[src/rtl/ddr3_pkg.sv]
// Shared DDR3 controller definitions: command type, bus widths, timing constants
// and the command-to-pin encoding used by the command arbiter.
package ddr3_pkg;

    localparam int ADDR_WIDTH = 14;
    localparam int BA_BITS    = 3;

    localparam int DDR3_TRCD = 6;
    localparam int DDR3_TRAS = 15;
    localparam int DDR3_TRP  = 6;
    localparam int DDR3_TRRD = 4;
    localparam int DDR3_TCCD = 4;
    localparam int DDR3_TWTR = 4;

    typedef enum logic [2:0] {
        CMD_NOP = 3'd0,
        CMD_ACT = 3'd1,
        CMD_RD  = 3'd2,
        CMD_WR  = 3'd3,
        CMD_PRE = 3'd4
    } ddr3_cmd_t;

    // {cs_n, ras_n, cas_n, we_n}
    localparam logic [3:0] PINS_DESEL = 4'b1111;
    localparam logic [3:0] PINS_NOP   = 4'b0111;

    function automatic logic [3:0] cmd_to_pins(input ddr3_cmd_t cmd);
        logic [3:0] pins;
        case (cmd)
            CMD_ACT: pins = 4'b0011;
            CMD_RD:  pins = 4'b0101;
            CMD_WR:  pins = 4'b0100;
            CMD_PRE: pins = 4'b0010;
            default: pins = PINS_NOP;
        endcase
        return pins;
    endfunction

endpackage

[src/rtl/ddr3_cmd_arbiter_if.sv]
// Bank-FSM command request bundle. valid/ready: a bank holds valid, type and addr
// stable until it sees ready high in the same cycle; that cycle is the transfer.
interface ddr3_cmd_arbiter_if #(
    parameter int NUM_BANKS = 4
);
    import ddr3_pkg::*;

    logic [NUM_BANKS-1:0]  bank_cmd_valid;
    ddr3_cmd_t             bank_cmd_type [NUM_BANKS];
    logic [ADDR_WIDTH-1:0] bank_cmd_addr [NUM_BANKS];
    logic [NUM_BANKS-1:0]  bank_cmd_ready;

    modport master (
        output bank_cmd_valid,
        output bank_cmd_type,
        output bank_cmd_addr,
        input  bank_cmd_ready
    );

    modport slave (
        input  bank_cmd_valid,
        input  bank_cmd_type,
        input  bank_cmd_addr,
        output bank_cmd_ready
    );

endinterface

[src/rtl/ddr3_rr_arbiter.sv]
// Combinational round-robin picker: first set req bit at or above ptr, wrapping.
// N must be a power of two so the index addition wraps on its own.
module ddr3_rr_arbiter #(
    parameter int N = 4,
    localparam int PW = $clog2(N)
) (
    input  logic [N-1:0]  req,
    input  logic [PW-1:0] ptr,
    output logic [N-1:0]  grant
);

    logic [PW-1:0] idx;
    logic          found;

    always_comb begin
        grant = '0;
        found = 1'b0;
        idx   = ptr;
        for (int k = 0; k < N; k++) begin
            idx = ptr + PW'(k);
            if (!found && req[idx]) begin
                grant[idx] = 1'b1;
                found      = 1'b1;
            end
        end
    end

endmodule

[src/rtl/ddr3_cmd_arbiter.sv]
// Picks one legal bank command per cycle under tRRD/tCCD/tWTR and registers it onto
// the DDR3 pins. Define DDR3_CMD_ARB_SVA_EN to compile in the protocol assertions.
module ddr3_cmd_arbiter
    import ddr3_pkg::*;
#(
    parameter int NUM_BANKS   = 4,
    parameter int TRRD_CYCLES = DDR3_TRRD,
    parameter int TCCD_CYCLES = DDR3_TCCD,
    parameter int TWTR_CYCLES = DDR3_TWTR
) (
    input  logic                  clk,
    input  logic                  rst_n,
    ddr3_cmd_arbiter_if.slave     req,
    output logic                  ddr_cs_n,
    output logic                  ddr_ras_n,
    output logic                  ddr_cas_n,
    output logic                  ddr_we_n,
    output logic [BA_BITS-1:0]    ddr_ba,
    output logic [ADDR_WIDTH-1:0] ddr_addr,
    output logic                  issued_valid,
    output logic [BA_BITS-1:0]    issued_bank
);

    localparam int PW = $clog2(NUM_BANKS);
    localparam int CW = 8;

    logic [CW-1:0]         trrd_q, trrd_d, tccd_q, tccd_d, twtr_q, twtr_d;
    logic [PW-1:0]         rr_ptr_q, rr_ptr_d;
    logic [3:0]            pins_q, pins_d;
    logic [BA_BITS-1:0]    ba_q, ba_d, issued_bank_q, issued_bank_d;
    logic [ADDR_WIDTH-1:0] addr_q, addr_d;
    logic                  issued_valid_q, issued_valid_d;

    logic [NUM_BANKS-1:0]  eligible, grant;
    logic [PW-1:0]         win_idx;
    logic                  any_grant;
    ddr3_cmd_t             win_cmd;

    always_comb begin
        for (int i = 0; i < NUM_BANKS; i++) begin
            eligible[i] = 1'b0;
            if (req.bank_cmd_valid[i]) begin
                case (req.bank_cmd_type[i])
                    CMD_ACT: eligible[i] = (trrd_q == '0);
                    CMD_RD:  eligible[i] = (tccd_q == '0) && (twtr_q == '0);
                    CMD_WR:  eligible[i] = (tccd_q == '0);
                    CMD_PRE: eligible[i] = 1'b1;
                    default: eligible[i] = 1'b0;
                endcase
            end
        end
    end

    ddr3_rr_arbiter #(.N(NUM_BANKS)) u_rr (
        .req   (eligible),
        .ptr   (rr_ptr_q),
        .grant (grant)
    );

    assign req.bank_cmd_ready = grant;

    always_comb begin
        win_idx = '0;
        for (int i = 0; i < NUM_BANKS; i++) begin
            if (grant[i]) win_idx = PW'(i);
        end
        any_grant = |grant;
        win_cmd   = req.bank_cmd_type[win_idx];
    end

    // A load in the grant cycle takes priority over that cycle's decrement.
    always_comb begin
        trrd_d = (trrd_q != '0) ? trrd_q - 1'b1 : '0;
        tccd_d = (tccd_q != '0) ? tccd_q - 1'b1 : '0;
        twtr_d = (twtr_q != '0) ? twtr_q - 1'b1 : '0;
        if (any_grant && win_cmd == CMD_ACT) trrd_d = CW'(TRRD_CYCLES - 1);
        if (any_grant && (win_cmd == CMD_RD || win_cmd == CMD_WR)) tccd_d = CW'(TCCD_CYCLES - 1);
        if (any_grant && win_cmd == CMD_WR) twtr_d = CW'(TWTR_CYCLES - 1);
    end

    always_comb begin
        pins_d         = PINS_NOP;
        ba_d           = ba_q;
        addr_d         = addr_q;
        issued_valid_d = 1'b0;
        issued_bank_d  = issued_bank_q;
        rr_ptr_d       = rr_ptr_q;
        if (any_grant) begin
            pins_d         = cmd_to_pins(win_cmd);
            ba_d           = BA_BITS'(win_idx);
            addr_d         = req.bank_cmd_addr[win_idx];
            issued_valid_d = 1'b1;
            issued_bank_d  = BA_BITS'(win_idx);
            rr_ptr_d       = win_idx + PW'(1);
        end
    end

    always_ff @(posedge clk or negedge rst_n) begin
        if (!rst_n) begin
            pins_q         <= PINS_DESEL;
            ba_q           <= '0;
            addr_q         <= '0;
            issued_valid_q <= 1'b0;
            issued_bank_q  <= '0;
            rr_ptr_q       <= '0;
            trrd_q         <= '0;
            tccd_q         <= '0;
            twtr_q         <= '0;
        end else begin
            pins_q         <= pins_d;
            ba_q           <= ba_d;
            addr_q         <= addr_d;
            issued_valid_q <= issued_valid_d;
            issued_bank_q  <= issued_bank_d;
            rr_ptr_q       <= rr_ptr_d;
            trrd_q         <= trrd_d;
            tccd_q         <= tccd_d;
            twtr_q         <= twtr_d;
        end
    end

    assign {ddr_cs_n, ddr_ras_n, ddr_cas_n, ddr_we_n} = pins_q;
    assign ddr_ba       = ba_q;
    assign ddr_addr     = addr_q;
    assign issued_valid = issued_valid_q;
    assign issued_bank  = issued_bank_q;

`ifdef DDR3_CMD_ARB_SVA_EN
    localparam bit SVA_ENABLED = 1'b1;

    logic on_act, on_rw, on_rd, on_wr;
    assign on_act = issued_valid_q && (pins_q == cmd_to_pins(CMD_ACT));
    assign on_rd  = issued_valid_q && (pins_q == cmd_to_pins(CMD_RD));
    assign on_wr  = issued_valid_q && (pins_q == cmd_to_pins(CMD_WR));
    assign on_rw  = on_rd || on_wr;

    a_ready_onehot0: assert property (@(posedge clk) disable iff (!rst_n)
        $onehot0(req.bank_cmd_ready));
    a_ready_needs_valid: assert property (@(posedge clk) disable iff (!rst_n)
        (req.bank_cmd_ready & ~req.bank_cmd_valid) == '0);
    a_trrd: assert property (@(posedge clk) disable iff (!rst_n)
        on_act |=> !on_act [*TRRD_CYCLES-1]);
    a_tccd: assert property (@(posedge clk) disable iff (!rst_n)
        on_rw |=> !on_rw [*TCCD_CYCLES-1]);
    a_twtr: assert property (@(posedge clk) disable iff (!rst_n)
        on_wr |=> !on_rd [*TWTR_CYCLES-1]);
`else
    localparam bit SVA_ENABLED = 1'b0;
`endif

endmodule
[src/flat_wrapper.sv]
// flat-port wrapper written by rule: the top's interface ports become plain ports
module ddr3_cmd_arbiter_flat import ddr3_pkg::*;
#(
    parameter int NUM_BANKS   = 4,
    parameter int TRRD_CYCLES = DDR3_TRRD,
    parameter int TCCD_CYCLES = DDR3_TCCD,
    parameter int TWTR_CYCLES = DDR3_TWTR
)
  (clk, rst_n, ddr_cs_n, ddr_ras_n, ddr_cas_n, ddr_we_n, ddr_ba, ddr_addr, issued_valid, issued_bank, req_bank_cmd_valid, req_bank_cmd_type, req_bank_cmd_addr, req_bank_cmd_ready);
  ddr3_cmd_arbiter_if #(.NUM_BANKS(NUM_BANKS)) req_i ();
  input  logic clk;
  input  logic rst_n;
  output logic ddr_cs_n;
  output logic ddr_ras_n;
  output logic ddr_cas_n;
  output logic ddr_we_n;
  output logic [BA_BITS-1:0] ddr_ba;
  output logic [ADDR_WIDTH-1:0] ddr_addr;
  output logic issued_valid;
  output logic [BA_BITS-1:0] issued_bank;
  input wire logic [$bits(req_i.bank_cmd_valid)-1:0] req_bank_cmd_valid;
  input wire logic [$bits(req_i.bank_cmd_type)-1:0] req_bank_cmd_type;
  input wire logic [$bits(req_i.bank_cmd_addr)-1:0] req_bank_cmd_addr;
  output wire logic [$bits(req_i.bank_cmd_ready)-1:0] req_bank_cmd_ready;
  assign req_i.bank_cmd_valid = req_bank_cmd_valid;
  assign req_i.bank_cmd_type = {>>{req_bank_cmd_type}};
  assign req_i.bank_cmd_addr = {>>{req_bank_cmd_addr}};
  assign req_bank_cmd_ready = req_i.bank_cmd_ready;
  ddr3_cmd_arbiter #(.NUM_BANKS(NUM_BANKS), .TRRD_CYCLES(TRRD_CYCLES), .TCCD_CYCLES(TCCD_CYCLES), .TWTR_CYCLES(TWTR_CYCLES)) u_core (.clk(clk), .rst_n(rst_n), .req(req_i), .ddr_cs_n(ddr_cs_n), .ddr_ras_n(ddr_ras_n), .ddr_cas_n(ddr_cas_n), .ddr_we_n(ddr_we_n), .ddr_ba(ddr_ba), .ddr_addr(ddr_addr), .issued_valid(issued_valid), .issued_bank(issued_bank));
endmodule
[config.mk]
export PLATFORM = sky130hd
export DESIGN_NAME = ddr3_cmd_arbiter_flat
export DESIGN_NICKNAME = d
export VERILOG_FILES = /design/src/rtl/ddr3_pkg.sv /design/src/rtl/ddr3_cmd_arbiter_if.sv /design/src/rtl/ddr3_rr_arbiter.sv /design/src/rtl/ddr3_cmd_arbiter.sv /design/src/flat_wrapper.sv
export SDC_FILE = /design/constraint.sdc
export NUM_CORES = 1
export LEC_CHECK = 0
export CORE_ASPECT_RATIO = 0.5
export CORE_UTILIZATION = 46
export DETAILED_ROUTE_END_ITERATION = 6
export PLACE_DENSITY = 0.84
export SYNTH_ARGS = -nofsm -noshare
export SYNTH_HDL_FRONTEND = slang
export SYNTH_HIERARCHICAL = 1
export SYNTH_SLANG_ARGS = --single-unit
export TNS_END_PERCENT = 20
[constraint.sdc]
create_clock -name clk -period 4.6 [get_ports clk]
set_input_delay 0.92 -clock clk [delete_from_list [all_inputs] [get_ports clk]]
set_output_delay 0.92 -clock clk [all_outputs]
set_load 0.1 [all_outputs]
==> impl_metrics.prom, run 1 <==
# TYPE chip_impl_metric gauge
chip_impl_metric{name="ys_seq_area_share",unit="%"} 38.6
chip_impl_metric{name="fin_crit_sh",unit="%"} 98.1
chip_impl_metric{name="clock_tree.buffer_depth",unit=""} 2
chip_impl_metric{name="number_of_ports_placed_on_the_die_boundary",unit=""} 103
chip_impl_metric{name="place_congestion",unit=""} 1.00
chip_impl_metric{name="ff2ff_path_depth",unit=""} 14
chip_impl_metric{name="h_tree_depth_reported_by_cts",unit=""} 2
chip_impl_metric{name="dp_cells",unit=""} 499
chip_impl_info{name="hold-path-endpoint",value="u_core/trrd_q[0]"} 1
chip_impl_info{name="worst_min_path_start",value="u_core/trrd_q[0]"} 1
chip_impl_metric{name="synthesis_warning_total",unit=""} 6
chip_impl_metric{name="synth_cell_type_count",unit=""} 52
chip_impl_info{name="critical_path.endpoint_type",value="primary output"} 1
chip_impl_metric{name="drtPass1Iterations",unit=""} 5
chip_impl_metric{name="crit_arrival",unit="ns"} 3.59
chip_impl_metric{name="place_hpwl",unit="mm"} 6.47
chip_impl_metric{name="final-setup-viol-count",unit=""} 0
chip_impl_metric{name="setup-tns-final",unit="ns"} 0
chip_impl_metric{name="avg_inst_size_synth",unit="um2"} 9.74
chip_impl_metric{name="final.setup_skew",unit="ns"} 0.00616
chip_impl_info{name="hp-class",value="reg2reg"} 1
chip_impl_metric{name="via_count_of_the_first_global_routing_pass",unit=""} 3042
chip_impl_metric{name="grt_antenna_before_repair",unit=""} 0
chip_impl_info{name="clock_tree.root_cell",value="sky130_fd_sc_hd__clkbuf_16"} 1
chip_impl_metric{name="finish.cell_count_without_fillers",unit=""} 514
chip_impl_metric{name="whs",unit="ns"} 0.494
chip_impl_info{name="final_cell_mix",value="sky130_fd_sc_hd__clkdlybuf4s50_1 (95), sky130_fd_sc_hd__dfrtp_1 (43), sky130_fd_sc_hd__nor2_1 (29), sky130_fd_sc_hd__o22ai_1 (28), sky130_fd_sc_hd__a21oi_1 (26)"} 1
chip_impl_metric{name="vias_per_cell",unit=""} 5.71
chip_impl_metric{name="timing.final.max_slew_violations",unit=""} 0
chip_impl_metric{name="reg2reg_setup_slack",unit="ns"} 0.28
chip_impl_metric{name="ys_ff_latch",unit=""} 47
chip_impl_metric{name="overflow",unit=""} 0
chip_impl_metric{name="drc",unit=""} 0
chip_impl_metric{name="fp.dieArea",unit="um2"} 7000
chip_impl_info{name="crit_top_cell",value="sky130_fd_sc_hd__buf_4"} 1
chip_impl_info{name="cp_top_family",value="buffers and inverters"} 1
chip_impl_metric{name="finalNetCount",unit=""} 511
chip_impl_info{name="r2r_start",value="u_core/trrd_q[3]"} 1
chip_impl_metric{name="wl_per_cell",unit="um"} 17.2
chip_impl_metric{name="hold_viol",unit=""} 0
chip_impl_metric{name="fraction_of_layout_instances_using_a_drive_strength_above_1",unit="%"} 18.3
chip_impl_metric{name="tritoncts_num_sinks",unit=""} 47
chip_impl_metric{name="synthesis.area",unit="um2"} 3060
chip_impl_metric{name="route.antenna.remaining_nets",unit=""} 0
chip_impl_metric{name="timing.critical_path.fanout_max",unit=""} 5
chip_impl_metric{name="die_y",unit="um"} 59.7
chip_impl_info{name="critical-path-slowest-cell",value="sky130_fd_sc_hd__mux4_1"} 1
chip_impl_metric{name="detail_route.iter0.violations",unit=""} 195
chip_impl_metric{name="grt_first_pass_wirelength",unit="mm"} 14.2
chip_impl_metric{name="wirelength",unit="mm"} 8.84
chip_impl_info{name="mostFrequentLayoutCell",value="sky130_fd_sc_hd__clkdlybuf4s50_1"} 1
chip_impl_metric{name="timing.final.crit_period",unit="ns"} 4.51
chip_impl_metric{name="worst-slew-pin-transition",unit="ns"} 1.04
chip_impl_info{name="setup.worst_path.class",value="in2out"} 1
chip_impl_metric{name="dieWidth",unit="um"} 117
chip_impl_metric{name="synth_edf_count",unit=""} 0
chip_impl_metric{name="core.rowCount",unit=""} 20
chip_impl_metric{name="largest_net_degree_at_the_start_of_global_routing",unit=""} 48
chip_impl_metric{name="cp.required",unit="ns"} 3.68
chip_impl_info{name="ys.flop_type",value="sky130_fd_sc_hd__dfrtp_1"} 1
chip_impl_metric{name="worst_hold_path.num_cells",unit=""} 1
chip_impl_metric{name="max_cap_viol_count",unit=""} 0
chip_impl_metric{name="start_util",unit="%"} 49.1
chip_impl_metric{name="async_flop_share",unit="%"} 100
chip_impl_metric{name="peak_clock_frequency_supported_by_timing",unit="MHz"} 222
chip_impl_metric{name="count_of_buffering_cells_on_the_critical_path_with_inverters_included",unit=""} 4
chip_impl_metric{name="post_synthesis_cell_count",unit=""} 314
chip_impl_metric{name="port_buffers",unit=""} 100
chip_impl_metric{name="core",unit="um2"} 6230
chip_impl_info{name="start_kind",value="input port"} 1
chip_impl_info{name="timing.critical_path.cells",value="clkdlybuf4s50_1 -> nor2b_1 -> a221oi_1 -> a21oi_1 -> mux4_1 -> nor4b_4 -> buf_4 -> nand2_1 -> o211ai_1 -> buf_4 -> buf_12"} 1
chip_impl_metric{name="numCtsBuffers",unit=""} 5
chip_impl_metric{name="critical-path-max-stage-delay",unit="ns"} 0.62
chip_impl_metric{name="dr_total_vias",unit=""} 2937
chip_impl_info{name="clock_tree_from_tritoncts",value="done"} 1
chip_impl_metric{name="area_delta_synth_final",unit="%"} 45.8
chip_impl_metric{name="antenna_cells_inserted",unit=""} 0
chip_impl_metric{name="groute.usage.overall",unit="%"} 26.2
chip_impl_metric{name="clock_insertion_delay_worst_skew",unit="ns"} 0.30
chip_impl_metric{name="clk_pin_slew",unit="ns"} 0.07
chip_impl_metric{name="slew_headroom",unit="%"} 30.9
chip_impl_info{name="outcome",value="complete, no violations"} 1
chip_impl_info{name="rsz_0062_raised_after_global_routing",value="true"} 1
chip_impl_info{name="timing.rr.end",value="u_core/trrd_q[1]"} 1
[synthesized netlist by cell type (2+ instances only)]
master | instances | area (um2)
sky130_fd_sc_hd__nor3_1 | 14 | 70.1
sky130_fd_sc_hd__o22ai_1 | 28 | 175
sky130_fd_sc_hd__o21bai_1 | 2 | 15.0
sky130_fd_sc_hd__o21ai_0 | 10 | 50.1
sky130_fd_sc_hd__nand4b_1 | 4 | 35.0
sky130_fd_sc_hd__a21oi_1 | 28 | 140
sky130_fd_sc_hd__inv_2 | 2 | 7.51
sky130_fd_sc_hd__ha_1 | 12 | 150
sky130_fd_sc_hd__xor2_1 | 2 | 17.5
sky130_fd_sc_hd__a221oi_1 | 3 | 26.3
sky130_fd_sc_hd__buf_6 | 3 | 33.8
sky130_fd_sc_hd__nor4b_4 | 2 | 47.6
sky130_fd_sc_hd__mux4_1 | 2 | 52.6
sky130_fd_sc_hd__nand2b_1 | 4 | 25.0
sky130_fd_sc_hd__nor4_4 | 2 | 42.5
sky130_fd_sc_hd__or3_1 | 3 | 18.8
sky130_fd_sc_hd__o211ai_1 | 4 | 30.0
sky130_fd_sc_hd__mux2_2 | 16 | 180
sky130_fd_sc_hd__mux4_2 | 2 | 45.0
sky130_fd_sc_hd__nor2b_1 | 4 | 25.0
sky130_fd_sc_hd__buf_4 | 5 | 37.5
sky130_fd_sc_hd__nor2_1 | 29 | 109
sky130_fd_sc_hd__clkbuf_1 | 6 | 22.5
sky130_fd_sc_hd__dfstp_2 | 4 | 105
sky130_fd_sc_hd__inv_1 | 16 | 60.1
sky130_fd_sc_hd__nor3b_1 | 4 | 30.0
sky130_fd_sc_hd__or4_1 | 3 | 22.5
sky130_fd_sc_hd__xnor2_1 | 9 | 78.8
sky130_fd_sc_hd__buf_2 | 4 | 20.0
sky130_fd_sc_hd__nand2_1 | 15 | 56.3
sky130_fd_sc_hd__and2_1 | 2 | 12.5
sky130_fd_sc_hd__mux2i_1 | 4 | 40.0
sky130_fd_sc_hd__a21o_2 | 4 | 35.0
sky130_fd_sc_hd__nor4b_1 | 2 | 17.5
sky130_fd_sc_hd__dfrtp_1 | 43 | 1080
[through the flow]
| stage | area [um2] | setup slack [ns] | util, % |
|---|---|---|---|
| final | 4460 | 0.0885 | 71.5 |
| after floorplan | 3070 | -0.712 | - |
| after global routing | 4460 | -0.0287 | 71.5 |
| after CTS | 4380 | 0.0556 | 70.3 |
| after detailed placement | 4210 | -0.0322 | 67.5 |
| after global placement | 4210 | 0.128 | 67.5 |
[registers in the layout, indices dropped and copies added (netlist names)]
| name | flops |
|---|---|
| u_core/ddr_addr | 14 |
| u_core/ddr_ba | 2 |
| u_core/issued_valid | 1 |
| u_core/pins_q | 4 |
| u_core/rr_ptr_q | 2 |
| u_core/tccd_q | 8 |
| u_core/trrd_q | 8 |
| u_core/twtr_q | 8 |
[kinds of logic after synthesis]
family	after synthesis	synth area share, %
multiplexers	24	10.4
AND/OR/NAND/NOR	94	18.2
flip-flops	47	38.6
AO/OA/AOI/OAI	88	18.5
XOR/XNOR	11	3.15
adder cells (fa/ha/maj)	12	4.91
buffers and inverters	37	6.06
other	1	0.123
[worst max-delay path by stage]
stage | from | end | cells after the start
after detailed placement | req_bank_cmd_type[0] | u_core/twtr_q[1] | 13
after CTS | req_bank_cmd_type[0] | req_bank_cmd_ready[3] | 10
after global placement | req_bank_cmd_type[9] | u_core/trrd_q[1] | 12
after floorplan | req_bank_cmd_type[0] | u_core/trrd_q[0] | 12
final | req_bank_cmd_type[11] | req_bank_cmd_ready[1] | 11
after global routing | req_bank_cmd_type[2] | req_bank_cmd_ready[1] | 11
[layer usage]
| layer | part of all wire [%] | vias to the layer above | GRT usage [%] |
|---|---|---|---|
| li1 | - | 1368 | - |
| met1 | 40 | 1429 | 28.7 |
| met2 | 53 | 112 | 51.1 |
| met3 | 4.6 | 28 | 4.58 |
| met4 | 2.7 | 0 | 13.0 |
| met5 | 0 | - | 0 |
[cell type report]
class,instances,area [um2]
Fill cell,435,1770
Sequential cell,47,1180
Inverter,18,67.6
Timing Repair Buffer,121,1190
Tap cell,88,110
Multi-Input combinational cell,232,1750
Clock buffer,6,139
Clock inverter,2,16.3
[repair_timing]
action | 4_1_cts | 5_1_grt
resized for setup | 2 | 7
endpoints found under the hold margin | 0 | 0
hold buffers | 0 | 0
setup endpoints to repair | 3 | 22
buffers inserted | 1 | 6
pin swaps | 1 | 1
cloned | 0 | 0
Power of run 1 is left out: the tool's default activity adds up to more than one toggle a clock period on the data nets, which glitch-free logic cannot reach.
==> run 2, diff against run 1 <==
--- a/config.mk
+++ b/config.mk
@@ -6,9 +6,10 @@
 export NUM_CORES = 1
 export LEC_CHECK = 0
 export CORE_ASPECT_RATIO = 0.5
-export CORE_UTILIZATION = 46
+export CORE_UTILIZATION = 48
+export CTS_BUF_LIST = sky130_fd_sc_hd__clkbuf_4 sky130_fd_sc_hd__clkbuf_8
 export DETAILED_ROUTE_END_ITERATION = 6
-export PLACE_DENSITY = 0.84
+export PLACE_DENSITY = 0.87
 export SYNTH_ARGS = -nofsm -noshare
 export SYNTH_HDL_FRONTEND = slang
 export SYNTH_HIERARCHICAL = 1
==> impl_metrics.prom, run 2 (synthesis gave the netlist of run 1 again) <==
# TYPE chip_impl_metric gauge
chip_impl_metric{name="antenna_cells_inserted",unit=""} 0
chip_impl_metric{name="cp.required",unit="ns"} 4.80
chip_impl_metric{name="ff2ff_path_depth",unit=""} 15
chip_impl_metric{name="start_util",unit="%"} 50.1
chip_impl_info{name="final_cell_mix",value="sky130_fd_sc_hd__clkdlybuf4s50_1 (89), sky130_fd_sc_hd__dfrtp_1 (43), sky130_fd_sc_hd__nor2_1 (29), sky130_fd_sc_hd__o22ai_1 (28), sky130_fd_sc_hd__a21oi_1 (25)"} 1
chip_impl_metric{name="place_hpwl",unit="mm"} 6.55
chip_impl_metric{name="place_congestion",unit=""} 0.955
chip_impl_metric{name="h_tree_depth_reported_by_cts",unit=""} 2
chip_impl_metric{name="area_delta_synth_final",unit="%"} 46.0
chip_impl_metric{name="peak_clock_frequency_supported_by_timing",unit="MHz"} 218
chip_impl_metric{name="core",unit="um2"} 6110
chip_impl_metric{name="drc",unit=""} 0
chip_impl_info{name="clock_tree_from_tritoncts",value="done"} 1
chip_impl_metric{name="route.antenna.remaining_nets",unit=""} 0
chip_impl_metric{name="groute.usage.overall",unit="%"} 27.3
chip_impl_metric{name="postLayoutSetupSlackWorst",unit="ns"} 0.0129
chip_impl_metric{name="worst_hold_path.num_cells",unit=""} 1
chip_impl_metric{name="final.setup_skew",unit="ns"} 0.00701
chip_impl_info{name="critical_path.endpoint_type",value="flop"} 1
chip_impl_metric{name="setup-tns-final",unit="ns"} 0
chip_impl_metric{name="wl_per_cell",unit="um"} 17.4
chip_impl_metric{name="global_route.usage.met3",unit="%"} 5.15
chip_impl_metric{name="multiInputGateArea",unit="um2"} 1790
chip_impl_metric{name="clock_insertion_delay_worst_skew",unit="ns"} 0.31
chip_impl_info{name="r2r_start",value="u_core/trrd_q[6]"} 1
chip_impl_metric{name="reg2reg_setup_slack",unit="ns"} 0.06
chip_impl_metric{name="core.rowCount",unit=""} 20
chip_impl_metric{name="tritoncts_num_sinks",unit=""} 47
chip_impl_info{name="hp-class",value="reg2reg"} 1
chip_impl_metric{name="via_count_of_the_first_global_routing_pass",unit=""} 3063
chip_impl_metric{name="timing.critical_path.fanout_max",unit=""} 10
chip_impl_info{name="mostFrequentLayoutCell",value="sky130_fd_sc_hd__clkdlybuf4s50_1"} 1
chip_impl_metric{name="vias_per_cell",unit=""} 5.92
chip_impl_metric{name="die_y",unit="um"} 58.4
chip_impl_metric{name="largest_register_ff_count",unit=""} 14
chip_impl_info{name="globalRoute.busiestLayer",value="met2"} 1
chip_impl_info{name="cp-startpoint",value="req_bank_cmd_type[2]"} 1
chip_impl_info{name="setup.worst_path.class",value="in2reg"} 1
chip_impl_metric{name="fin_crit_sh",unit="%"} 99.7
chip_impl_metric{name="dr_total_vias",unit=""} 3053
chip_impl_metric{name="worst-slew-pin-transition",unit="ns"} 1.03
chip_impl_metric{name="drtPass1Iterations",unit=""} 5
chip_impl_metric{name="crit_arrival",unit="ns"} 4.79
chip_impl_metric{name="fraction_of_layout_instances_using_a_drive_strength_above_1",unit="%"} 19.4
chip_impl_metric{name="wirelength",unit="mm"} 9.00
chip_impl_metric{name="clock_tree.buffer_depth",unit=""} 2
chip_impl_info{name="clock_tree.root_cell",value="sky130_fd_sc_hd__clkbuf_8"} 1
chip_impl_metric{name="dp_slack",unit="ns"} -0.150
chip_impl_metric{name="regArea",unit="um2"} 1180
chip_impl_metric{name="timing.final.max_slew_violations",unit=""} 0
chip_impl_info{name="hold-path-endpoint",value="u_core/trrd_q[0]"} 1
chip_impl_metric{name="number_of_ports_placed_on_the_die_boundary",unit=""} 103
chip_impl_metric{name="detail_route.iter0.violations",unit=""} 263
chip_impl_metric{name="fp.dieArea",unit="um2"} 6710
chip_impl_metric{name="hold_viol",unit=""} 0
chip_impl_metric{name="dieWidth",unit="um"} 115
chip_impl_info{name="outcome",value="complete, no violations"} 1
chip_impl_metric{name="gr-usage-met2",unit="%"} 51.9
chip_impl_metric{name="port_buffers",unit=""} 100
chip_impl_metric{name="final-setup-viol-count",unit=""} 0
chip_impl_metric{name="overflow",unit=""} 0
chip_impl_metric{name="numCtsBuffers",unit=""} 5
chip_impl_metric{name="slew_headroom",unit="%"} 31.3
chip_impl_metric{name="finalNetCount",unit=""} 513
chip_impl_metric{name="grt_first_pass_wirelength",unit="mm"} 14.1
chip_impl_info{name="worst_min_path_start",value="u_core/trrd_q[0]"} 1
chip_impl_metric{name="timing.final.crit_period",unit="ns"} 4.59
chip_impl_metric{name="max_cap_viol_count",unit=""} 0
chip_impl_info{name="start_kind",value="input port"} 1
chip_impl_metric{name="clk_pin_slew",unit="ns"} 0.09
chip_impl_metric{name="global_route.usage.met1",unit="%"} 30.8
chip_impl_info{name="timing.rr.end",value="u_core/tccd_q[2]"} 1
chip_impl_metric{name="largest_net_degree_at_the_start_of_global_routing",unit=""} 48
chip_impl_metric{name="grt_antenna_before_repair",unit=""} 0
chip_impl_metric{name="final.fill_count",unit=""} 449
[run 2: cell count changes in the layout (fill, tap and decap cells not counted), sizes merged]
| cell | delta |
|---|---|
| mux4 | +1 |
| clkdlybuf4s50 | -6 |
| buf | +1 |
| dlymetal6s2s | +6 |
[run 2: final cells by class]
type                            count  area share [%]
Multi-Input combinational cell    233            40.0
Timing Repair Buffer              122            27.3
Sequential cell                    47            26.4
Tap cell                           88            2.47
Clock buffer                        6            1.85
Inverter                           18            1.51
Clock inverter                      2           0.364
[run 2: worst max path at each step]
stage,to
6_report,u_core/tccd_q[2]
2_1_floorplan,u_core/trrd_q[0]
4_1_cts,req_bank_cmd_ready[3]
3_5_place_dp,u_core/tccd_q[3]
3_3_place_gp,u_core/trrd_q[0]
5_1_grt,req_bank_cmd_ready[2]
[run 2: metal layers]
metal,part of all wire (%),wire (um)
met5,0,0
met1,39,3480
met4,3.8,338
met3,5.3,474
met2,52,4710
[run 2: timing repair]
item / CTS / global route
setup endpoints to repair: 3 / 34
cloned: 0 / 1
pin swaps: 2 / 7
hold buffers: 0 / 0
resized for setup: 3 / 17
buffers inserted: 1 / 6
[run 2: metrics by stage]
stage / std cells / hold slack, ns / instance area, um2 / utilization (%)
floorplan: 316 / 0.442 / 3070 / -
global placement: 500 / 0.458 / 4220 / 69.0
detailed placement: 500 / 0.480 / 4220 / 69.0
CTS: 509 / 0.492 / 4330 / 70.9
global route: 516 / 0.528 / 4470 / 73.1
finish: 516 / 0.491 / 4470 / 73.1
[run 2: critical path, cell delays in order]
cell                              delay [ns]
sky130_fd_sc_hd__clkdlybuf4s50_1        0.56
sky130_fd_sc_hd__nor2b_1                0.08
sky130_fd_sc_hd__a221oi_2               0.30
sky130_fd_sc_hd__a21oi_2                0.13
sky130_fd_sc_hd__mux4_2                 0.56
sky130_fd_sc_hd__buf_4                  0.18
sky130_fd_sc_hd__a21oi_1                0.18
sky130_fd_sc_hd__a21o_2                 0.11
sky130_fd_sc_hd__o211ai_1               0.15
sky130_fd_sc_hd__buf_4                  0.20
sky130_fd_sc_hd__nor4_4                 0.60
sky130_fd_sc_hd__inv_2                  0.21
sky130_fd_sc_hd__and3_1                 0.29
sky130_fd_sc_hd__nor3_1                 0.30
Power of run 2 is left out for the same reason.
==> run 3, diff against run 2 <==
--- a/config.mk
+++ b/config.mk
@@ -5,6 +5,7 @@
 export SDC_FILE = /design/constraint.sdc
 export NUM_CORES = 1
 export LEC_CHECK = 0
+export CAP_MARGIN = 20
 export CORE_ASPECT_RATIO = 0.5
 export CORE_UTILIZATION = 48
 export CTS_BUF_LIST = sky130_fd_sc_hd__clkbuf_4 sky130_fd_sc_hd__clkbuf_8
==> impl_metrics.prom, run 3 (synthesis gave the netlist of run 1 again) <==
# TYPE chip_impl_metric gauge
chip_impl_metric{name="area_delta_synth_final",unit="%"} 46.9
chip_impl_metric{name="fp.dieArea",unit="um2"} 6710
chip_impl_metric{name="timing.final.crit_period",unit="ns"} 4.57
chip_impl_metric{name="timing.critical_path.fanout_max",unit=""} 6
chip_impl_metric{name="fraction_of_layout_instances_using_a_drive_strength_above_1",unit="%"} 20.4
chip_impl_metric{name="crit_arrival",unit="ns"} 3.65
chip_impl_metric{name="final.setup_skew",unit="ns"} 0.0102
chip_impl_metric{name="detail_route.iter0.violations",unit=""} 287
chip_impl_info{name="mostFrequentLayoutCell",value="sky130_fd_sc_hd__clkdlybuf4s50_1"} 1
chip_impl_info{name="outcome",value="complete, no violations"} 1
chip_impl_metric{name="core.rowCount",unit=""} 20
chip_impl_metric{name="dp_cells",unit=""} 500
chip_impl_metric{name="h_tree_depth_reported_by_cts",unit=""} 2
chip_impl_metric{name="fin_crit_sh",unit="%"} 99.3
chip_impl_metric{name="finish.cell_count_without_fillers",unit=""} 519
chip_impl_metric{name="grt_antenna_before_repair",unit=""} 0
chip_impl_metric{name="wl_per_cell",unit="um"} 18.4
chip_impl_metric{name="hold_viol",unit=""} 0
chip_impl_metric{name="place_hpwl",unit="mm"} 6.55
chip_impl_metric{name="overflow",unit=""} 0
chip_impl_metric{name="grt_first_pass_wirelength",unit="mm"} 14.1
chip_impl_metric{name="port_buffers",unit=""} 100
chip_impl_metric{name="number_of_ports_placed_on_the_die_boundary",unit=""} 103
chip_impl_metric{name="wirelength",unit="mm"} 9.57
chip_impl_metric{name="finalNetCount",unit=""} 516
chip_impl_metric{name="largest_register_ff_count",unit=""} 14
chip_impl_info{name="hp-class",value="reg2reg"} 1
chip_impl_metric{name="peak_clock_frequency_supported_by_timing",unit="MHz"} 219
chip_impl_info{name="final_cell_mix",value="sky130_fd_sc_hd__clkdlybuf4s50_1 (89), sky130_fd_sc_hd__dfrtp_1 (43), sky130_fd_sc_hd__nor2_1 (29), sky130_fd_sc_hd__o22ai_1 (28), sky130_fd_sc_hd__a21oi_1 (25)"} 1
chip_impl_metric{name="start_util",unit="%"} 50.1
chip_impl_metric{name="slew_headroom",unit="%"} 32.1
chip_impl_metric{name="groute.usage.overall",unit="%"} 27.3
chip_impl_info{name="critical_path.endpoint_type",value="primary output"} 1
chip_impl_metric{name="dr_total_vias",unit=""} 3052
chip_impl_metric{name="numCtsBuffers",unit=""} 5
chip_impl_metric{name="largest_net_degree_at_the_start_of_global_routing",unit=""} 48
chip_impl_metric{name="antenna_cells_inserted",unit=""} 0
chip_impl_info{name="start_kind",value="input port"} 1
chip_impl_metric{name="cp.required",unit="ns"} 3.68
chip_impl_metric{name="via_count_of_the_first_global_routing_pass",unit=""} 3063
chip_impl_metric{name="clock_tree.buffer_depth",unit=""} 2
chip_impl_info{name="setup.worst_path.class",value="in2out"} 1
chip_impl_metric{name="clock_insertion_delay_worst_skew",unit="ns"} 0.31
chip_impl_metric{name="drc",unit=""} 0
chip_impl_metric{name="dieWidth",unit="um"} 115
chip_impl_metric{name="clk_pin_slew",unit="ns"} 0.09
chip_impl_metric{name="place_congestion",unit=""} 0.955
chip_impl_info{name="clock_tree.root_cell",value="sky130_fd_sc_hd__clkbuf_8"} 1
chip_impl_metric{name="timing.final.max_slew_violations",unit=""} 0
chip_impl_metric{name="worst-slew-pin-transition",unit="ns"} 1.02
chip_impl_metric{name="vias_per_cell",unit=""} 5.88
chip_impl_metric{name="drtPass1Iterations",unit=""} 5
chip_impl_metric{name="tritoncts_num_sinks",unit=""} 47
chip_impl_metric{name="core",unit="um2"} 6110
chip_impl_info{name="clock_tree_from_tritoncts",value="done"} 1
chip_impl_metric{name="final-setup-viol-count",unit=""} 0
chip_impl_metric{name="die_y",unit="um"} 58.4
chip_impl_metric{name="route.antenna.remaining_nets",unit=""} 0
chip_impl_metric{name="max_cap_viol_count",unit=""} 0
## run 3: cell count changes in the layout (fill, tap and decap cells not counted)
cell                      before  now
sky130_fd_sc_hd__mux4_1        2    1
sky130_fd_sc_hd__nand2_2       1    2
sky130_fd_sc_hd__buf_16        0    1
sky130_fd_sc_hd__buf_4        21   24
sky130_fd_sc_hd__nand2_1      14   13
## run 3: stage by stage
step	setup slack [ns]	hold WS, ns	utilization, %	cell area [um2]	setup TNS (ns)
after CTS	0.0340	0.492	70.9	4330	0
after global placement	0.0647	0.458	69.0	4220	0
final	0.0341	0.503	73.6	4490	0
after floorplan	-0.712	0.442	-	3070	-27.83
after global routing	-0.0800	0.526	73.6	4490	-0.532
after detailed placement	-0.150	0.480	69.0	4220	-2.87
## run 3: critical path: stages
cell	delay, ns
sky130_fd_sc_hd__clkdlybuf4s50_1	0.57
sky130_fd_sc_hd__nor2b_1	0.08
sky130_fd_sc_hd__a221oi_2	0.29
sky130_fd_sc_hd__a21oi_2	0.12
sky130_fd_sc_hd__mux4_2	0.55
sky130_fd_sc_hd__nor4b_4	0.34
sky130_fd_sc_hd__buf_4	0.17
sky130_fd_sc_hd__nand2_1	0.05
sky130_fd_sc_hd__o211ai_1	0.16
sky130_fd_sc_hd__buf_6	0.20
sky130_fd_sc_hd__buf_12	0.18
## run 3: timing repair
item | CTS | global route
hold buffers | 0 | 0
pin swaps | 2 | 8
resized for setup | 3 | 18
hold endpoints to repair | 0 | 0
setup buffers | 1 | 9
endpoints found under the setup margin | 3 | 34
## run 3: cell type report
type                       count  area (um2)
clock buffer                   6        82.6
clock inverter                 2        16.3
fill                         446        1610
inverter                      18        67.6
multi-input combinational    232        1760
sequential                    47        1180
tap                           88         110
timing repair buffer         126        1270
## run 3: path summary, 6_finish.rpt
check	start	endpoint	slack [ns]	depth (start not counted)
setup / recovery	req_bank_cmd_type[2]	req_bank_cmd_ready[3]	0.03	11
hold / removal	u_core/trrd_q[0]	u_core/trrd_q[0]	0.50	1
setup reg to reg	u_core/trrd_q[6]	u_core/tccd_q[0]	0.09	16
hold reg to reg	u_core/trrd_q[0]	u_core/trrd_q[0]	0.50	1
max in group asynchronous	rst_n	u_core/pins_q[2]	3.42	2
min in group asynchronous	rst_n	u_core/tccd_q[2]	0.59	1
## run 3: metal layers
metal	share of wire (%)	up-vias	GRT usage, %
met2	52	147	51.9
met5	0	-	0
li1	-	1380	-
met1	38	1490	30.8
met4	4.2	0	11.1
met3	5.3	35	5.15
Power of run 3 is left out for the same reason.
